--- config.mk ---
export PLATFORM = sky130hd
export DESIGN_NAME = regression_predictor
export DESIGN_NICKNAME = d
export VERILOG_FILES = /design/src/rtl/regression_predictor.sv
export SDC_FILE = /design/constraint.sdc
export NUM_CORES = 1
export LEC_CHECK = 0
export BUFFER_PORTS_ARGS = -buffer_cell sky130_fd_sc_hd__buf_4
export CELL_PAD_IN_SITES_DETAIL_PLACEMENT = 2
export CELL_PAD_IN_SITES_GLOBAL_PLACEMENT = 2
export CORE_MARGIN = 2
export CORE_UTILIZATION = 41
export CTS_CLUSTER_SIZE = 30
export DETAILED_ROUTE_END_ITERATION = 10
export PLACE_DENSITY = 0.9
export REMOVE_ABC_BUFFERS = 1
export SYNTH_ARGS = -nofsm -noshare
export SYNTH_HDL_FRONTEND = slang
export SYNTH_SLANG_ARGS = --single-unit
export TNS_END_PERCENT = 10
--- constraint.sdc ---
create_clock -name clk -period 10.1 [get_ports clk]
set_input_delay 1.515 -clock clk [delete_from_list [all_inputs] [get_ports clk]]
set_output_delay 1.515 -clock clk [all_outputs]
set_load 0.03 [all_outputs]
--- src/rtl/regression_predictor.sv ---
// regression_predictor: evaluates y_hat = B0 + B1*x over a sample stream with a two-stage pipeline.
// Optional residual/SSE outputs are compiled in when REGPRED_RESID_EN is defined.
module regression_predictor #(
  parameter int W     = 20,
  parameter int FRAC  = 10,
  parameter int CNT_W = 8
) (
  input  logic             clk,
  input  logic             rst,
  input  logic             coef_ld,
  input  logic [W-1:0]     B0_in,
  input  logic [W-1:0]     B1_in,
  output logic             coef_ack,
  input  logic             in_valid,
  output logic             in_ready,
  input  logic [W-1:0]     x,
  input  logic             in_last,
  output logic             out_valid,
  input  logic             out_ready,
  output logic [W-1:0]     y_hat,
  output logic             out_last,
  output logic             done,
  output logic [CNT_W-1:0] n_out,
`ifdef REGPRED_RESID_EN
  input  logic [W-1:0]     y_in,
  output logic [W-1:0]     resid,
  output logic [2*W-1:0]   sse,
`endif
  output logic [1:0]       state_dbg
);

  typedef enum logic [1:0] {
    WAIT_COEF = 2'd0,
    RUN       = 2'd1,
    DRAIN     = 2'd2
  } state_t;

  localparam logic [W-1:0] Y_MAX = {1'b0, {(W-1){1'b1}}};
  localparam logic [W-1:0] Y_MIN = {1'b1, {(W-1){1'b0}}};

  // Clamp a W+1 bit signed sum/difference into the W-bit signed range.
  function automatic logic [W-1:0] sat_w1(input logic [W:0] v);
    logic [W-1:0] r;
    if (v[W] == v[W-1]) r = v[W-1:0];
    else if (v[W])      r = Y_MIN;
    else                r = Y_MAX;
    return r;
  endfunction

  state_t           state_q, state_d;
  logic [W-1:0]     b0_q, b0_d, b1_q, b1_d;
  logic             coef_ack_q, coef_ack_d;
  logic             done_q, done_d;
  logic [CNT_W-1:0] n_out_q, n_out_d;
  logic             s1_valid_q, s1_valid_d;
  logic [W-1:0]     s1_p_q, s1_p_d;
  logic             s1_last_q, s1_last_d;
  logic             s2_valid_q, s2_valid_d;
  logic [W-1:0]     y_hat_q, y_hat_d;
  logic             out_last_q, out_last_d;

  logic             advance, accept, xfer, pipe_empty;
  logic [2*W-1:0]   b1_ext, x_ext, prod_sh;
  logic [W-1:0]     p_sat, y_new;
  logic [W:0]       sum;

`ifdef REGPRED_RESID_EN
  logic [W-1:0]     s1_y_q, s1_y_d;
  logic [W-1:0]     resid_q, resid_d;
  logic [2*W-1:0]   sse_q, sse_d;
  logic [2*W-1:0]   r_ext, sq_sh;
  logic [2*W:0]     acc;
  logic [W:0]       diff;
`endif

  // Handshake: a beat moves on any edge where valid and ready are both high;
  // ready never depends on valid, and a producer holds data stable while valid && !ready.
  assign advance    = !s2_valid_q | out_ready;
  assign in_ready   = (state_q == RUN) & advance;
  assign accept     = in_valid & in_ready;
  assign xfer       = s2_valid_q & out_ready;
  assign pipe_empty = !s1_valid_q & !s2_valid_q;

  // Stage-1 arithmetic: full-width product, floor shift, then clamp to W bits.
  always_comb begin
    b1_ext  = {{W{b1_q[W-1]}}, b1_q};
    x_ext   = {{W{x[W-1]}}, x};
    prod_sh = $signed(b1_ext * x_ext) >>> FRAC;
    if ((&prod_sh[2*W-1:W-1]) | ~(|prod_sh[2*W-1:W-1])) p_sat = prod_sh[W-1:0];
    else if (prod_sh[2*W-1])                            p_sat = Y_MIN;
    else                                                p_sat = Y_MAX;
    sum   = {b0_q[W-1], b0_q} + {s1_p_q[W-1], s1_p_q};
    y_new = sat_w1(sum);
  end

  always_comb begin
    state_d    = state_q;
    b0_d       = b0_q;
    b1_d       = b1_q;
    coef_ack_d = 1'b0;
    done_d     = 1'b0;
    n_out_d    = xfer ? n_out_q + 1'b1 : n_out_q;
    unique case (state_q)
      WAIT_COEF: begin
        if (coef_ld) begin
          b0_d       = B0_in;
          b1_d       = B1_in;
          coef_ack_d = 1'b1;
          state_d    = RUN;
        end
      end
      RUN: begin
        // A load racing an acceptance would leave data in flight, so it is dropped.
        if (coef_ld && pipe_empty && !accept) begin
          b0_d       = B0_in;
          b1_d       = B1_in;
          coef_ack_d = 1'b1;
        end
        if (accept && in_last) state_d = DRAIN;
      end
      DRAIN: begin
        if (xfer && out_last_q) begin
          done_d  = 1'b1;
          n_out_d = '0;
          state_d = RUN;
        end
      end
      default: state_d = WAIT_COEF;
    endcase
  end

  always_comb begin
    s1_valid_d = s1_valid_q;
    s1_p_d     = s1_p_q;
    s1_last_d  = s1_last_q;
    s2_valid_d = s2_valid_q;
    y_hat_d    = y_hat_q;
    out_last_d = out_last_q;
    if (advance) begin
      s2_valid_d = s1_valid_q;
      out_last_d = s1_valid_q & s1_last_q;
      if (s1_valid_q) y_hat_d = y_new;
      s1_valid_d = accept;
      s1_last_d  = accept & in_last;
      if (accept) s1_p_d = p_sat;
    end
  end

`ifdef REGPRED_RESID_EN
  // Residual rides stage 2 with y_hat; SSE adds resid^2 (rescaled) per output beat.
  always_comb begin
    s1_y_d  = s1_y_q;
    resid_d = resid_q;
    diff    = {s1_y_q[W-1], s1_y_q} - {y_new[W-1], y_new};
    if (advance) begin
      if (s1_valid_q) resid_d = sat_w1(diff);
      if (accept)     s1_y_d  = y_in;
    end
    r_ext = {{W{resid_q[W-1]}}, resid_q};
    sq_sh = (r_ext * r_ext) >> FRAC;
    acc   = {1'b0, sse_q} + {1'b0, sq_sh};
    sse_d = sse_q;
    if (done_q) sse_d = '0;
    else if (xfer) begin
      if (acc[2*W] | acc[2*W-1]) sse_d = {1'b0, {(2*W-1){1'b1}}};
      else                       sse_d = acc[2*W-1:0];
    end
  end
`endif

  always_ff @(posedge clk) begin
    if (rst) begin
      state_q    <= WAIT_COEF;
      b0_q       <= '0;
      b1_q       <= '0;
      coef_ack_q <= 1'b0;
      done_q     <= 1'b0;
      n_out_q    <= '0;
      s1_valid_q <= 1'b0;
      s1_p_q     <= '0;
      s1_last_q  <= 1'b0;
      s2_valid_q <= 1'b0;
      y_hat_q    <= '0;
      out_last_q <= 1'b0;
`ifdef REGPRED_RESID_EN
      s1_y_q     <= '0;
      resid_q    <= '0;
      sse_q      <= '0;
`endif
    end else begin
      state_q    <= state_d;
      b0_q       <= b0_d;
      b1_q       <= b1_d;
      coef_ack_q <= coef_ack_d;
      done_q     <= done_d;
      n_out_q    <= n_out_d;
      s1_valid_q <= s1_valid_d;
      s1_p_q     <= s1_p_d;
      s1_last_q  <= s1_last_d;
      s2_valid_q <= s2_valid_d;
      y_hat_q    <= y_hat_d;
      out_last_q <= out_last_d;
`ifdef REGPRED_RESID_EN
      s1_y_q     <= s1_y_d;
      resid_q    <= resid_d;
      sse_q      <= sse_d;
`endif
    end
  end

  assign coef_ack  = coef_ack_q;
  assign done      = done_q;
  assign n_out     = n_out_q;
  assign out_valid = s2_valid_q;
  assign y_hat     = y_hat_q;
  assign out_last  = out_last_q;
  assign state_dbg = state_q;
`ifdef REGPRED_RESID_EN
  assign resid     = resid_q;
  assign sse       = sse_q;
`endif

endmodule

**Yosys cells after proc, flatten, opt, wreduce, memory -nomap -nowiden**

Cells that the tools add are included.

- Equality and inequality tests: 7
- $add $sub $neg: 2
- Muxes and demuxes: 21
- Bitwise logic cells: 10
- Reduce and logical (&&, ||, !) cells: 16
- Multipliers: 1

Operators by type and width:

| operator | count |
|---|---|
| $mux 20 | 8 |
| $pmux 20 s2 | 2 |
| $mul 20x20->40 | 1 |
| $mux 8 | 3 |
| $add 20x20->21 | 1 |
| $reduce_and 11->1 | 1 |
| $reduce_or 11->1 | 1 |
| $add 8x1->8 const B | 1 |
| $and 1x1->1 | 6 |
| $mux 2 | 3 |
| $pmux 2 s3 | 1 |
| $reduce_and 3->1 | 2 |
| $logic_and 1x1->1 | 4 |
| $ne 2x1->1 const B | 2 |
| $ne 2x2->1 const B | 2 |
| $reduce_and 2->1 | 2 |
| $logic_not 1->1 | 3 |
| $mux 1 | 3 |
| $eq 2x1->1 const B | 1 |
| $eq 2x2->1 const B | 1 |
| $logic_not 2->1 | 1 |
| $not 1->1 | 2 |
| $or 1x1->1 | 2 |
| $pmux 1 s2 | 1 |
| other kinds (3) | 3 |

- Bits in registers: 96
- Output and inout port bits: 35
- Word-level logic and storage cells: 69
- Bits of input ports: 66

**Depth between registers and ports, before layout**

Gate-level depths: netlist (run 1).

- Depth in word-level cells: 8
- Mapped depth: 29
- Mapped depth without buffers: 27

**Worst setup path after synthesis (run 1)**

OpenSTA, ideal clock, no wires.

- Path kind: input-to-reg
- Start point: input x[2]
- End point: register s1_p_q[18]
- Library setup time: 0.059 ns
- Arrival time: 8.620 ns
- Stages on the path: 28
- Slack: 1.421 ns
- Path buffers: 3
- Required time: 10.041 ns
- Cells stage by stage: clkbuf_1 > nand2_1 > inv_1 > fa_1 > fa_1 > fa_1 > inv_1 > fa_1 > inv_1 > fa_1 > inv_1 > fa_1 > fa_1 > inv_1 > ha_1 > buf_4 > a21oi_1 > o21bai_1 > a21oi_1 > o21ai_1 > a21oi_1 > nor2b_1 > a311o_2 > xnor2_2 > or4_1 > nand2_2 > buf_8 > a221o_1

- Cells in the longest elaborated chain, start to end: 5
- Elaborated cells on any way between the ends: 7
- Classes of those cells: mul (1); mux (2); bitwise (2); reduce/logical (2)

Ends and longest elaborated chain:

| item | line | RTL |
|---|---|---|
| from (decl) | 16 | `input logic [W-1:0] x,` |
| $mul 20x20->40 * | 88 | `prod_sh = $signed(b1_ext * x_ext) >>> FRAC;` |
| $reduce_or 11->1 | 89 | `if ((&prod_sh[2*W-1:W-1]) \| ~(\|prod_sh[2*W-1:W-1])) p_sat = prod_sh[W-1:0];` |
| $not 1->1 | 89 |  |
| $or 1x1->1 | 89 |  |
| $mux 20 * | 89 |  |
| to (signal assigned) | 198 | `s1_p_q <= s1_p_d;` |
| to (decl) | 56 | `logic [W-1:0] s1_p_q, s1_p_d;` |

Mark *: on every way between the ends. The rest lies on a longest branch, timed or not.
A chain may end at the register's enable or synchronous reset.

**Worst setup path after layout (run 1)**

Same ends and word-level chain as after synthesis.

==> qor.txt, run 1 <==
Reg clk slew, reported paths: 0.07 ns
DIE AREA: 0.05056 mm^2
number of global-route vias before repair: 19,445
Syn Inst Count: 2,241
area of the multi-input gates: 0.01586 mm^2
unrepaired setup endpoints after global routing: false
DRC: 0
Max-Cap Viols: 0
Placed Area: 0.02106 mm^2
Diodes inserted: 0
largest net degree at the start of global routing: 70
Synth Area in XOR/XNOR: 2.622%
later-pin clock latency in the skew report: 0.39 ns
Max IR drop VDD: 0.2532 mV
ys flop type: dfxtp_1
post-synth top area cell: fa_1
Vias: 15,742
fillers: 5,221
Critical Path RT: 10.41 ns
per-cell routed wire length: 25.51 um
Post-synth EDFFs: 0
complex-gate fraction of the synthesized area: 9.404%
skew final: 0.02016 ns
Post-Layout Inst Area: 0.02135 mm^2
Initial Utilization: 41.71%
Setup Fix Bufs, Post-CTS: 0
Slew HR: 16.95%
worst-margin pin slew: 1.244 ns
count leader, synth: inv_1
Crit Path Max Fanout: 20
Worst Path Arrival: 9.82 ns
hold buffers post-CTS: 0
NumNets Final: 2,851
Slew Limit Fails: 0
drt pass-1 iters: 5
gr ovfl total: 0
register area: 0.001922 mm^2
Setup TNS: 0 ns
critical path startpoint category: primary input
CTS H-tree depth: 3
WHS Path Cells: 2
PortBufs: 100
period utilization: 94.08%
ANT nets after route: 0
CP Class: in2reg
Adder-Cell Fraction of Synth Area: 50.22%
Post-synth top cells: 455 x inv_1, 420 x fa_1, 301 x nand2_1
Root Driver: clkbuf_16
final core utilization: 44.53%
Crit. Startpoint: x[2]
worst r2r path cells: 23
multiplexer share of the synthesized area: 0.1564%
Initial DRC Count: 635
first-pass GRT wire length: 113,500 um
post-synthesis cell area: 0.02000 mm^2
largest family of logic cells by synthesized area: adder cells
Final setup viols: 0
post-synthesis cell type count: 89
FMAX: 0.1052 GHz
post-CTS resize count: 0
ys async rst share: 0%
beginning of the worst register-to-register path: b1_q[19]$_SDFFE_PP0P_
Hold Vio Cnt, Final: 0
register area share after synthesis: 9.610%
Hold Crit Class: reg2reg
die height: 224.9 um
Avg Cell Area, Syn: 8.924 um^2
Synth Area in Simple Gates: 16.88%
Post-Route WL: 72,960 um
Num CTS Buffers: 9
drt via density: 5.504
outcome: finished clean
Leak: 10.51 nW
synthesis-stage register bit count: 96
Die Span X: 224.9 um
YS warnings: 0
share of cells above drive strength 1: 7.572%
initial antenna violation count: 0
PwrDens: 310.5 mW/mm^2
routability cong.: 0.8700
synth top area cells: fa_1 42%, dfxtp_1 9.6%, inv_1 8.5%
hold path startpoint: b0_q[0]$_SDFFE_PP0P_
GRT Util Overall: 29.89%
P&R area growth vs syn: 6.751%
Synth top area share: 42.04%
TritonCTS clock tree: yes
Post-DP HPWL: 60,780 um
Ports: 101
clock buffer depth: 2
post-route minimum period: 9.502 ns
core area: 0.04795 mm^2
num rows: 80
clk sinks: 96
Crit. End Element: flop
-- cells by family after synthesis --
family          Yosys count
xor+xnor                 59
flops                    96
simple gates            683
compound gates          274
mux                       3
buf+inv                 574
fa+ha+maj               552
-- report_power, final --
| part | switching [mW] | total, mW | internal [mW] |
|---|---|---|---|
| sequential | 0.0591 | 0.472 | 0.413 |
| clock | 0.180 | 0.353 | 0.173 |
| combinational | 3.69 | 5.80 | 2.11 |
-- metrics by stage --
step	total power, mW	worst slack [ns]	std cells	hold slack, ns
after floorplan	4.342	1.631	2122	0.4309
after global placement	5.527	0.7957	2844	0.4553
after detailed placement	6.195	0.2012	2844	0.4558
after CTS	6.598	0.6105	2860	0.4821
after global routing	7.186	0.2909	2860	0.4993
final	6.628	0.5975	2860	0.4765
-- area by class of cell --
type	count	share of cell area, %
tap	615	3.604
sequential	96	9.002
timing repair buffer	107	3.763
inverter	455	8.000
clock inverter	7	0.2989
clock buffer	9	1.055
multi-input combinational	1571	74.28
-- registers in the layout, indices dropped and copies added (netlist names) --
register	flops
b0_q	20
b1_q	20
coef_ack	1
done	1
n_out	8
out_last	1
out_valid	1
s1_last_q	1
s1_p_q	20
s1_valid_q	1
state_dbg	2
y_hat	20
-- final timing paths --
path | slack, ns | end
setup / recovery | 0.60 | s1_p_q[18]$_SDFFE_PP0P_
hold / removal | 0.48 | b0_q[0]$_SDFFE_PP0P_
setup reg to reg | 0.67 | s1_p_q[18]$_SDFFE_PP0P_
hold reg to reg | 0.48 | b0_q[0]$_SDFFE_PP0P_
-- cells in the final DEF (no fill, tap or decap), drive strengths merged, types with 6 or more instances in the layout --
cell type	instances
maj3	7
nor3	10
or3	6
o21bai	7
ha	125
fa	420
nand2	302
nor2	76
nor2b	7
o21ai	43
nand2b	18
a21o	24
and2	215
a211oi	23
xnor2	39
nand4	11
xor2	20
buf	107
inv	458
dfxtp	96
clkbuf	9
nand3	14
a31oi	7
a21oi	111
a221o	18
-- worst max-delay path: stages --
cell and delay, ns:
buf_4 0.19, nand2_1 0.20, inv_1 0.13, fa_1 0.75
fa_1 0.52, fa_1 0.85, inv_1 0.31, fa_1 0.55
inv_1 0.05, fa_1 0.55, inv_1 0.07, fa_1 0.46
fa_1 0.51, inv_1 0.05, ha_1 0.41, a21oi_1 0.27
o21bai_1 0.10, a21oi_1 0.25, o21ai_1 0.20, o311ai_0 0.63
o2111ai_1 0.21, or4_1 0.52, nand2_2 0.29, a221o_1 0.22
-- layer usage --
layer  part of all wire [%]  track usage (%)  routed length (um)
met4                    4.8            13.97                3502
met3                    2.9            2.939                2090
met5                      0                0                   0
met2                     56            58.83               40690
met1                     37            31.64               26670
Note: power is estimated with default switching activity, not from simulation.
==> run 2, diff against run 1 <==
--- a/config.mk
+++ b/config.mk
@@ -5,14 +5,17 @@
 export SDC_FILE = /design/constraint.sdc
 export NUM_CORES = 1
 export LEC_CHECK = 0
+export ABC_AREA = 1
 export BUFFER_PORTS_ARGS = -buffer_cell sky130_fd_sc_hd__buf_4
 export CELL_PAD_IN_SITES_DETAIL_PLACEMENT = 2
 export CELL_PAD_IN_SITES_GLOBAL_PLACEMENT = 2
+export CORE_ASPECT_RATIO = 0.75
 export CORE_MARGIN = 2
-export CORE_UTILIZATION = 41
+export CORE_UTILIZATION = 38
 export CTS_CLUSTER_SIZE = 30
 export DETAILED_ROUTE_END_ITERATION = 10
-export PLACE_DENSITY = 0.9
+export PLACE_DENSITY = 0.89
+export RECOVER_POWER = 25
 export REMOVE_ABC_BUFFERS = 1
 export SYNTH_ARGS = -nofsm -noshare
 export SYNTH_HDL_FRONTEND = slang
==> qor.txt, run 2 <==
Initial Utilization: 38.47% (-3.2 points)
Slew Limit Fails: 0 (unchanged)
M1 GR Usage: 36.66% (+5.0 points)
Post-synth top cells: 768 x inv_1, 703 x nand2_1, 420 x fa_1
Worst path max stage delay: 0.84 ns (about the same)
share of cells above drive strength 1: 5.889% (-1.7 points)
clk sinks: 96 (unchanged)
Synth top area share: 40.15% (-1.9 points)
CTS H-tree depth: 3 (unchanged)
fin cells: 3,558 (+24%)
YS warnings: 0 (unchanged)
Setup Fix Bufs, Post-CTS: 0 (unchanged)
most frequent CP cell: fa_1
Slew HR: 13.33% (-3.6 points)
Post-synth EDFFs: 0 (unchanged)
post-synthesis cell type count: 42 (-53%)
post-route minimum period: 9.262 ns (-0.2404 ns)
FMAX: 0.1080 GHz (+2.6%)
CP Class: in2reg
hold buffers post-CTS: 0 (unchanged)
Vias: 18,366 (+17%)
post-synthesis cell area: 0.02094 mm^2 (+4.7%)
synthesis-stage register bit count: 96 (unchanged)
critical path startpoint category: primary input
most common cell after layout, fill and taps aside: inv_1
commonest cells after routing, fill and taps aside: 767 x inv_1, 703 x nand2_1, 420 x fa_1, 198 x nor2_1, 125 x ha_1
largest net degree at the start of global routing: 77 (+10%)
TritonCTS clock tree: yes
Worst Path Arrival: 9.48 ns (-0.34 ns)
Crit Path Max Fanout: 20 (unchanged)
initial antenna violation count: 1 (+1)
first-pass GRT wire length: 129,900 um (+14%)
count leader, synth: inv_1
WP buf/inv: 6 (unchanged)
DIE AREA: 0.05703 mm^2 (+13%)
register area share after synthesis: 9.177% (-0.43 points)
register area: 0.001922 mm^2 (unchanged)
Hold Vio Cnt, Final: 0 (unchanged)
M3 GR Usage: 2.961% (+0.022 points)
Avg Cell Area, Syn: 7.471 um^2 (-16%)
Placed Area: 0.02233 mm^2 (+6.0%)
GRT Util Overall: 30.01% (+0.12 points)
gr ovfl total: 0 (unchanged)
period utilization: 91.70% (-2.4 points)
area of the multi-input gates: 0.01570 mm^2 (-0.99%)
Setup TNS: 0 ns (unchanged)
unrepaired setup endpoints after global routing: false
core area: 0.05444 mm^2 (+14%)
Post-DP HPWL: 69,330 um (+14%)
fillers: 6,444 (+23%)
Final setup viols: 0 (unchanged)
num rows: 74 (-7.5%)
drt via density: 5.162 (-6.2%)
Worst path top cell family by delay: adder cells
Max-Cap Viols: 0 (unchanged)
Critical Path Slowest Stage Cell: fa_1
number of global-route vias before repair: 22,564 (+16%)
ys flop type: dfxtp_1
Num CTS Buffers: 9 (unchanged)
ANT nets after route: 0 (unchanged)
worst-margin pin slew: 1.298 ns (+0.05411 ns)
per-cell routed wire length: 23.18 um (-9.1%)
drt pass-1 iters: 5 (unchanged)
Critical Path RT: 10.31 ns (-0.10 ns)
post-CTS resize count: 0 (unchanged)
NumNets Final: 3,442 (+21%)
Initial DRC Count: 932 (+47%)
Die Span X: 275.1 um (+22%)
Hold Crit Class: reg2reg
outcome: finished clean
die height: 207.3 um (-7.8%)
Ports: 101 (unchanged)
PortBufs: 100 (unchanged)
Reg clk slew, reported paths: 0.08 ns (about the same)
clock buffer depth: 2 (unchanged)
layer with the highest usage: met2
synth top area cells: fa_1 40%, inv_1 14%, nand2_1 13%
routability cong.: 0.8970 (+3.1%)
placed cells: 3,542 (+25%)
Post-Route WL: 82,470 um (+13%)
met2 Resource Use GR: 54.61% (-4.2 points)
Diodes inserted: 0 (unchanged)
Post-Layout Inst Area: 0.02250 mm^2 (+5.4%)
post-synth top area cell: fa_1
later-pin clock latency in the skew report: 0.39 ns (about the same)
Root Driver: clkbuf_16
Crit. End Element: flop
DRC: 0 (unchanged)
P&R area growth vs syn: 7.456%
skew final: 0.02111 ns (+0.0009524 ns)
Syn Inst Count: 2,803 (+25%)
ys async rst share: 0% (unchanged)
-- run 2: cell type report --
type | instances | share of cell area [%]
sequential | 96 | 8.540
tap | 722 | 4.014
multi-input combinational | 1833 | 69.76
clock inverter | 6 | 0.2224
timing repair buffer | 122 | 3.619
clock buffer | 10 | 1.017
inverter | 769 | 12.83
-- run 2: metal layers --
layer / vias to the layer above / share of wire [%]
li1: 8086 / -
met1: 9679 / 41
met2: 429 / 52
met3: 172 / 3.2
met4: 0 / 3.7
met5: - / 0
-- run 2: final timing paths --
| check | start | endpoint | slack [ns] | depth (start not counted) |
|---|---|---|---|---|
| worst max-delay path | x[3] | s1_p_q[4]$_SDFFE_PP0P_ | 0.84 | 28 |
| worst min register to register | s1_last_q$_SDFFE_PP0N_ | out_last$_SDFFE_PP0N_ | 0.49 | 2 |
| worst max register to register | b1_q[19]$_SDFFE_PP0P_ | s1_p_q[4]$_SDFFE_PP0P_ | 1.01 | 27 |
| worst min-delay path | s1_last_q$_SDFFE_PP0N_ | out_last$_SDFFE_PP0N_ | 0.49 | 2 |
-- run 2: tightest hold or removal path: stages, from the launching register on --
cell     delay, ns
dfxtp_1       0.32
nand2_1       0.06
a21oi_1       0.06
-- run 2: through the flow --
step	setup WS (ns)	util, %	hold slack (ns)
floorplan	2.126	-	0.4349
global placement	1.245	41.01	0.4541
detailed placement	0.5363	41.01	0.4697
CTS	0.9024	41.52	0.4939
global route	0.4808	41.34	0.5218
finish	0.8379	41.34	0.4858
-- run 2: cells by family after synthesis --
kind of cell / synth area share, %
adders and majority gates: 47.62
xor gates and xnor gates: 1.673
buffers and inverters: 15.86
DFF: 9.177
and+or+nand+nor: 19.54
AOI/OAI and AO/OA: 6.136
Power of run 2 is not shown: default switching activity piles up to over one toggle a cycle in this logic, so the estimate is an artifact.
